===== src/rtl/sort_host_driver.sv =====
// Host-side driver for the 8-entry byte sorter:
// stream in, kick the sort, stream the sorted bytes out.
module sort_host_driver #(
  parameter int ADDR_W  = 3,
  parameter int DATA_W  = 8,
  parameter int TIMEOUT = 255
) (
  input  logic              clk,
  input  logic              nrst,
  input  logic [DATA_W-1:0] in_data,
  input  logic              in_valid,
  output logic              in_ready,
  output logic [DATA_W-1:0] out_data,
  output logic              out_valid,
  input  logic              out_ready,
  output logic              out_last,
  output logic              busy,
  output logic              err_timeout,
  output logic              s_start,
  output logic              s_wr,
  output logic [ADDR_W-1:0] s_addr,
  output logic [DATA_W-1:0] s_datain,
  input  logic [DATA_W-1:0] s_dataout,
  input  logic              s_ready
);

  localparam int DEPTH = 2 ** ADDR_W;
  localparam int TW    = $clog2(TIMEOUT + 1);
  localparam logic [ADDR_W-1:0] CNT_LAST = ADDR_W'(DEPTH - 1);
  localparam logic [TW-1:0]     TMO_LAST = TW'(TIMEOUT - 1);

  typedef enum logic [2:0] {
    LOAD,
    START,
    WAIT_LO,
    WAIT_HI,
    RD_ADDR,
    RD_DATA
  } state_t;

  state_t            r_state;
  state_t            w_next;
  logic [ADDR_W-1:0] r_cnt;
  logic [ADDR_W-1:0] w_cnt;
  logic [TW-1:0]     r_tmo;
  logic [TW-1:0]     w_tmo;
  logic              r_err;
  logic              w_err;
  logic [DATA_W-1:0] r_odata;
  logic [DATA_W-1:0] w_odata;
  logic              r_ovalid;
  logic              w_ovalid;
  logic              r_olast;
  logic              w_olast;
  logic              w_in_ready;
  logic              w_wr;

  // Registers for the FSM, counters and the output stage.
  always_ff @(posedge clk or negedge nrst) begin
    if (!nrst) begin
      r_state  <= LOAD;
      r_cnt    <= '0;
      r_tmo    <= '0;
      r_err    <= 1'b0;
      r_odata  <= '0;
      r_ovalid <= 1'b0;
      r_olast  <= 1'b0;
    end else begin
      r_state  <= w_next;
      r_cnt    <= w_cnt;
      r_tmo    <= w_tmo;
      r_err    <= w_err;
      r_odata  <= w_odata;
      r_ovalid <= w_ovalid;
      r_olast  <= w_olast;
    end
  end

  // Next-state logic. The sorter read is synchronous, so the
  // first RD_DATA cycle captures s_dataout and raises out_valid.
  // Acceptance is gated by nrst so no write fires during reset.
  always_comb begin
    w_next     = r_state;
    w_cnt      = r_cnt;
    w_tmo      = r_tmo;
    w_err      = r_err;
    w_odata    = r_odata;
    w_ovalid   = r_ovalid;
    w_olast    = r_olast;
    w_in_ready = nrst & (r_state == LOAD) & s_ready;
    w_wr       = in_valid & w_in_ready;
    unique case (r_state)
      LOAD: begin
        if (w_wr) begin
          if (r_cnt == CNT_LAST) begin
            w_cnt  = '0;
            w_next = START;
          end else begin
            w_cnt = r_cnt + 1'b1;
          end
        end
      end
      START: begin
        w_tmo  = '0;
        w_next = WAIT_LO;
      end
      WAIT_LO: begin
        w_tmo = r_tmo + 1'b1;
        if (!s_ready) begin
          w_next = WAIT_HI;
        end else if (r_tmo == TMO_LAST) begin
          w_err  = 1'b1;
          w_cnt  = '0;
          w_next = LOAD;
        end
      end
      WAIT_HI: begin
        w_tmo = r_tmo + 1'b1;
        if (s_ready) begin
          w_cnt  = '0;
          w_next = RD_ADDR;
        end else if (r_tmo == TMO_LAST) begin
          w_err  = 1'b1;
          w_cnt  = '0;
          w_next = LOAD;
        end
      end
      RD_ADDR: begin
        w_next = RD_DATA;
      end
      RD_DATA: begin
        if (!r_ovalid) begin
          w_odata  = s_dataout;
          w_ovalid = 1'b1;
          w_olast  = (r_cnt == CNT_LAST);
        end else if (out_ready) begin
          w_ovalid = 1'b0;
          if (r_cnt == CNT_LAST) begin
            w_olast = 1'b0;
            w_cnt   = '0;
            w_next  = LOAD;
          end else begin
            w_cnt  = r_cnt + 1'b1;
            w_next = RD_ADDR;
          end
        end
      end
      default: begin
        w_next = LOAD;
      end
    endcase
  end

  assign in_ready    = w_in_ready;
  assign s_wr        = w_wr;
  assign s_start     = (r_state == START);
  assign s_addr      = r_cnt;
  assign s_datain    = in_data;
  assign out_data    = r_odata;
  assign out_valid   = r_ovalid;
  assign out_last    = r_olast;
  assign err_timeout = r_err;
  assign busy        = !((r_state == LOAD) && (r_cnt == '0));

endmodule

===== config.mk =====
export PLATFORM = sky130hd
export DESIGN_NAME = sort_host_driver
export DESIGN_NICKNAME = d
export VERILOG_FILES = /design/src/rtl/sort_host_driver.sv
export SDC_FILE = /design/constraint.sdc
export NUM_CORES = 1
export LEC_CHECK = 0
export CORE_ASPECT_RATIO = 2
export CORE_UTILIZATION = 48
export DETAILED_ROUTE_END_ITERATION = 12
export PLACE_DENSITY = 0.89
export RECOVER_POWER = 100
export SETUP_SLACK_MARGIN = 0.5
export SYNTH_ARGS = -nofsm -noshare
export SYNTH_HDL_FRONTEND = slang
export SYNTH_SLANG_ARGS = --single-unit

===== constraint.sdc =====
create_clock -name clk -period 3.75 [get_ports clk]
set_clock_uncertainty 0.2 [all_clocks]
set_input_delay 0.75 -clock clk [delete_from_list [all_inputs] [get_ports clk]]
set_output_delay 0.75 -clock clk [all_outputs]
set_load 0.1 [all_outputs]

==> impl_metrics.toml, run 1 <==
[synthesis]
post_synth_main_area_contributors = "sky130_fd_sc_hd__dfrtp_1 46%, sky130_fd_sc_hd__mux2_2 8.2%, sky130_fd_sc_hd__ha_1 4.6%"
synth_top_cell_by_area = "sky130_fd_sc_hd__dfrtp_1"
synthFlopType = "sky130_fd_sc_hd__dfrtp_1"
average_instance_area_after_synthesis_um2 = 10.5
async_flop_share_pct = 100
syn_inst = 130
postSynthNetCount = 156
post_synth_instance_area_um2 = 1370
ys.warnings.count = 0
synth_sequential_area_ratio_pct = 45.7
yosys_register_bits = 25
synth_edf_count = 0
netlist.area_leader.share_pct = 45.7
netlist-cell-type-count = 40

[sta]
hold_viol_final = 0
post-route-min-period_ps = 3260
peak_freq_mhz = 307
final_max_slew_viol_count = 0
timing.setup.tns_ps = 0
post-route-period-util_pct = 87.0
slew_headroom_pct = 22.6
worst_slew_pin_slew_ps = 1170
final-setup-viol-count = 0
rsz0062_at_grt = "false"

[global_routing]
grt_first_pass_wirelength_um = 4920
first_global_vias = 1075
grt-ovfl-total = 0
globalRouteTotalUtil_pct = 22.3
number_of_antenna_violations_at_the_first_check_in_global_routing = 0
grt_max_degree = 27

[setup_path]
worstSetupStartpointType = "primary input"
timing.reg2reg.worst_path_depth = 4
worst-path-stages = 4
critical_path.reg2reg.startpoint = "r_state[2]"
crit_chain = "dlygate4sd3_1, and3_1, and2_2, clkbuf_2"
worst_path_dominant_cell_family = "buffers and inverters"
timing.critical_path.from = "s_ready"
critPathBufInv = 2
setup.reg_to_reg.worst_slack_ps = 1430
cpPeakStageDelay_ps = 690
worst-path-max-fanout = 7
setup.worst_path.end = "s_wr"
cp.arrival_ps = 2310
worst-setup-path-type = "in -> out"
critical_path.reg2reg.endpoint = "s_addr[0]"
cp.required_ps = 2800
slowest_stage = "sky130_fd_sc_hd__dlygate4sd3_1"
critical_path.endpoint_type = "primary output"

[placement]
numPortBuffers = 30
dpl_cell_area_um2 = 1630
finalWeightedCongestion = 0.816
detailedPlacementHpwl_um = 2350

[detailed_routing]
post_drt_via_cell_ratio = 6.01
detailedRoute.firstPassIterationCount = 4
wl_met1_um = 984
dr_wl_met2_um = 1830
dr.max_layer_used = "met4"
met3_wirelength_um = 114
wirelength_um = 3010
drt.antenna.violating_nets = 0
initialDrtViolationCount = 62
detailroute.via_count = 1082
wl_per_cell_um = 16.7
drc = 0

[final_layout]
antennaDiodeCount = 0
finalNetCount = 178
area_delta_synth_final_pct = 20.3
num-fill-cells = 216
leading_cell_type_in_the_layout_fill_and_taps_excluded = "sky130_fd_sc_hd__dfrtp_1"
drive_gt1_share_pct = 15.2
fin_area_um2 = 1650
final_cell_mix = "25 x sky130_fd_sc_hd__dfrtp_1, 16 x sky130_fd_sc_hd__dlygate4sd3_1, 11 x sky130_fd_sc_hd__nand2_1, 10 x sky130_fd_sc_hd__mux2_2"

[clock_tree]
postCtsSetupBuffers = 0
root_buffer = "sky130_fd_sc_hd__clkbuf_8"
ctsHtreeMaxLevel = 1
cts_resized = 0
path_clk_slew_ps = 80
cts-hold-fix-buffers = 0
cts_sink_count = 25
cts-root-to-sink-buffers = 2
tritoncts = "yes"
numCtsBuffers = 3
clock_latency_ps = 270

[floorplanning]
floorplan.die.width_um = 39.8
design.die.area_um2 = 3080
floorplan.initialDensity_pct = 50.0
floorplan.core_area_um2 = 2740
floorplan.rows = 27
die_height_um = 77.5
ioPinCount = 47

[power]
power.static_leakage_nw = 0.755
max-vdd-ir-drop_uv = 450
power.density_nw_per_um2 = 965

[run_status]
status = "finished clean"

[hold_path]
hp-class = "reg -> reg"

[run]
cap_viol_max_count = 0
-- cells in the mapped netlist, drive strengths merged, types with 2 or more instances --
| cell | number |
|---|---|
| a21oi | 4 |
| a22o | 3 |
| a31oi | 2 |
| buf | 12 |
| clkbuf | 2 |
| dfrtp | 25 |
| ha | 5 |
| inv | 3 |
| mux2 | 10 |
| nand2 | 11 |
| nand2b | 2 |
| nand3 | 4 |
| nand3b | 3 |
| nand4 | 4 |
| nor2 | 8 |
| nor3 | 2 |
| nor3b | 2 |
| o21ai | 9 |
| o21bai | 2 |
-- how the worst min path moves through the flow --
| stage | startpoint | depth (start not counted) | slack [ps] | end |
|---|---|---|---|---|
| after floorplan | nrst | 0 | 250 | err_timeout |
| after global placement | err_timeout | 1 | 250 | err_timeout |
| after detailed placement | r_tmo[7] | 1 | 290 | r_tmo[7] |
| after CTS | r_tmo[7] | 1 | 310 | r_tmo[7] |
| after global routing | out_data[2] | 1 | 320 | out_data[2] |
| final | err_timeout | 1 | 300 | err_timeout |
-- kinds of logic (layout without fill, tap and decap cells) --
group / count (synthesis) / in the layout / share of synthesized area, %
compound gates: 27 / 27 / 13.9
xor+xnor: 2 / 2 / 1.28
fa+ha+maj: 6 / 6 / 5.30
buf+inv: 17 / 38 / 8.14
flops: 25 / 25 / 45.7
mux: 10 / 10 / 8.23
simple gates: 43 / 43 / 17.5
-- worst register-to-register path: cells and delay by family, from the launching register on --
family          cells  cell delay, ps
flops               1             510
simple gates        2             820
compound gates      1             390
mux                 1             280
-- area by class of cell --
cell class / instances / area (um2) / area share [%]
Clock inverter: 1 / 5.00 / 0.304
Tap cell: 29 / 36.3 / 2.20
Clock buffer: 3 / 41.3 / 2.51
Inverter: 3 / 11.3 / 0.684
Timing Repair Buffer: 31 / 294 / 17.9
Sequential cell: 25 / 626 / 38.0
Multi-Input combinational cell: 88 / 633 / 38.4
-- routing by layer --
metal	global-route usage [%]	vias up
li1	-	502
met3	2.29	8
met1	25.0	534
met4	10.7	0
met2	38.7	38
met5	0	-
-- state kept, by name, indices dropped and copies added, names as in the netlist --
name	flops
r_tmo	8
r_state	3
s_addr	3
out_valid	1
out_data	8
out_last	1
err_timeout	1
-- where the power goes --
part / internal (mW) / switching (mW) / total, mW
sequential: 0.353 / 0.115 / 0.467
clock: 0.0743 / 0.0834 / 0.158
combinational: 0.274 / 0.691 / 0.965
-- per-stage QoR --
stage	setup WS [ps]	power [mW]	instances	hold WS, ps	utilization (%)
final	488	1.59	180	303	60.2
after global routing	431	1.67	180	323	60.2
after global placement	827	1.44	176	254	59.6
after CTS	799	1.64	180	312	61.3
after floorplan	644	1.30	130	248	-
after detailed placement	801	1.49	176	294	59.6
(Power assumes the default switching activity.)
==> run 2, diff against run 1 <==
--- a/config.mk
+++ b/config.mk
@@ -5,10 +5,12 @@
 export SDC_FILE = /design/constraint.sdc
 export NUM_CORES = 1
 export LEC_CHECK = 0
+export ABC_AREA = 1
 export CORE_ASPECT_RATIO = 2
-export CORE_UTILIZATION = 48
+export CORE_MARGIN = 2
+export CORE_UTILIZATION = 49
 export DETAILED_ROUTE_END_ITERATION = 12
-export PLACE_DENSITY = 0.89
+export PLACE_DENSITY = 0.9
 export RECOVER_POWER = 100
 export SETUP_SLACK_MARGIN = 0.5
 export SYNTH_ARGS = -nofsm -noshare
==> impl_metrics.toml, run 2 <==
[run_status]
status = "finished clean"

[detailed_routing]
detailedRoute.firstPassIterationCount = 4
dr.max_layer_used = "met4"
post_drt_via_cell_ratio = 5.44
met3_wirelength_um = 123
drc = 0
initialDrtViolationCount = 20
dr_wl_met2_um = 1630
wirelength_um = 2980
wl_per_cell_um = 13.5
detailroute.via_count = 1202
wl_met1_um = 1140
drt.antenna.violating_nets = 0

[setup_path]
worst-setup-path-type = "reg -> out"
cp.required_ps = 2800
worstSetupStartpointType = "flop"
worst-path-max-fanout = 6
cp.arrival_ps = 2080
critical_path.endpoint_type = "primary output"

[sta]
hold_viol_final = 0
slew_headroom_pct = 14.3
post-route-period-util_pct = 80.8
final-setup-viol-count = 0
rsz0062_at_grt = "false"
worst_slew_pin_slew_ps = 1290
final_max_slew_viol_count = 0
peak_freq_mhz = 330
timing.setup.tns_ps = 0
post-route-min-period_ps = 3030

[final_layout]
instances_no_fill = 221
finalNetCount = 219
area_delta_synth_final_pct = 19.4
leading_cell_type_in_the_layout_fill_and_taps_excluded = "sky130_fd_sc_hd__nand2_1"
drive_gt1_share_pct = 4.69
antennaDiodeCount = 0
final_cell_mix = "46 x sky130_fd_sc_hd__nand2_1, 25 x sky130_fd_sc_hd__dfrtp_1, 19 x sky130_fd_sc_hd__inv_1, 16 x sky130_fd_sc_hd__nor2_1, 16 x sky130_fd_sc_hd__dlygate4sd3_1"

[run]
cap_viol_max_count = 0

[global_routing]
grt-ovfl-total = 0
globalRouteTotalUtil_pct = 19.7
number_of_antenna_violations_at_the_first_check_in_global_routing = 0
grt_max_degree = 26
grt_first_pass_wirelength_um = 5160
first_global_vias = 1226

[synthesis]
synthFlopType = "sky130_fd_sc_hd__dfrtp_1"
ys.warnings.count = 0
netlist-cell-type-count = 25
average_instance_area_after_synthesis_um2 = 8.64
syn_inst = 165
post_synth_instance_area_um2 = 1430
synth_edf_count = 0
yosys_register_bits = 25
post_synth_main_area_contributors = "sky130_fd_sc_hd__dfrtp_1 44%, sky130_fd_sc_hd__nand2_1 12%, sky130_fd_sc_hd__mux2_4 8.4%"
netlist_top_cells_count = "44 x sky130_fd_sc_hd__nand2_1, 25 x sky130_fd_sc_hd__dfrtp_1, 18 x sky130_fd_sc_hd__inv_1"
most_common_cell_in_the_netlist = "sky130_fd_sc_hd__nand2_1"
netlist.area_leader.share_pct = 43.9
postSynthNetCount = 191
async_flop_share_pct = 100
synth_sequential_area_ratio_pct = 43.9
synth_top_cell_by_area = "sky130_fd_sc_hd__dfrtp_1"

[clock_tree]
cts-hold-fix-buffers = 0
tritoncts = "yes"
path_clk_slew_ps = 80
cts_sink_count = 25
clock_latency_ps = 260
root_buffer = "sky130_fd_sc_hd__clkbuf_8"
numCtsBuffers = 3
cts-root-to-sink-buffers = 2
cts_resized = 0
postCtsSetupBuffers = 0
ctsHtreeMaxLevel = 1

[placement]
detailedPlacementHpwl_um = 2350
placed_cells_incl_taps = 217
finalWeightedCongestion = 0.847
numPortBuffers = 30

[hold_path]
hp-class = "reg -> reg"

[power]
power.static_leakage_nw = 0.845
power.density_nw_per_um2 = 770
max-vdd-ir-drop_uv = 389

[floorplanning]
floorplan.rows = 27
die_height_um = 80.3
ioPinCount = 47
floorplan.die.width_um = 42.1
floorplan.initialDensity_pct = 51.4
design.die.area_um2 = 3380
floorplan.core_area_um2 = 2770
==> run 2: changes by cell type in the layout (fill, tap and decap cells not counted), moves of 4 or more <==
cell                      delta
sky130_fd_sc_hd__nand2_1    +35
sky130_fd_sc_hd__o21ai_0     +4
sky130_fd_sc_hd__mux2_1      +7
sky130_fd_sc_hd__mux2_2     -10
sky130_fd_sc_hd__nor2_1      +8
sky130_fd_sc_hd__inv_1      +16
==> run 2: per-layer routing <==
metal  vias to the layer above  GRT usage [%]
met1                       578           22.4
met4                         0           7.81
li1                        574              -
met2                        35           36.6
met5                         -              0
met3                        15           2.25
==> run 2: final timing paths <==
kind                                  start          end  slack [ps]  depth (start not counted)
worst max-delay path             r_state[2]         busy         720                          5
worst min-delay path            err_timeout  err_timeout         270                          1
worst max register to register   r_state[2]    s_addr[0]        1930                          8
worst min register to register  err_timeout  err_timeout         270                          1
max in group asynchronous              nrst  err_timeout        1460                          2
min in group asynchronous              nrst   r_state[0]        1130                          2
==> run 2: final cells by class <==
cell class                      instances  area (um2)
Fill cell                             259        1070
Sequential cell                        25         626
Multi-Input combinational cell        111         611
Timing Repair Buffer                   31         305
Inverter                               21        78.8
Clock buffer                            4        45.0
Tap cell                               29        36.3
==> run 2: kinds of logic (layout without fill, tap and decap cells) <==
family / count (synthesis) / after routing / synth area share [%]
xor gates and xnor gates: 1 / 1 / 0.615
adders and majority gates: 5 / 5 / 4.39
buffers and inverters: 29 / 56 / 9.75
muxes: 8 / 8 / 8.43
and+or+nand+nor: 73 / 73 / 23.4
AOI/OAI and AO/OA: 24 / 24 / 9.57
DFF: 25 / 25 / 43.9
==> run 2: stage by stage <==
step	utilization [%]	area, um2	hold WS (ps)	setup WS, ps	total power [mW]
floorplan	-	1430	254	685	1.06
global placement	62.3	1730	260	957	1.20
CTS	64.0	1770	283	949	1.37
detailed placement	62.3	1730	261	963	1.21
global route	61.4	1700	289	566	1.40
finish	61.4	1700	270	720	1.31
==> run 2: power breakdown <==
group          switching, mW  internal [mW]  total (mW)  leakage, nW
clock                 0.0789         0.0758       0.155       0.0228
combinational          0.578          0.182       0.760        0.517
sequential            0.0618          0.335       0.396        0.305
total                  0.718          0.593        1.31        0.845
==> run 2: worst max-delay path, cell delays in order (launching register included) <==
cell	delay, ps
sky130_fd_sc_hd__dfrtp_1	440
sky130_fd_sc_hd__inv_1	170
sky130_fd_sc_hd__nand2_1	170
sky130_fd_sc_hd__inv_1	90
sky130_fd_sc_hd__nand3b_1	80
sky130_fd_sc_hd__clkbuf_1	860
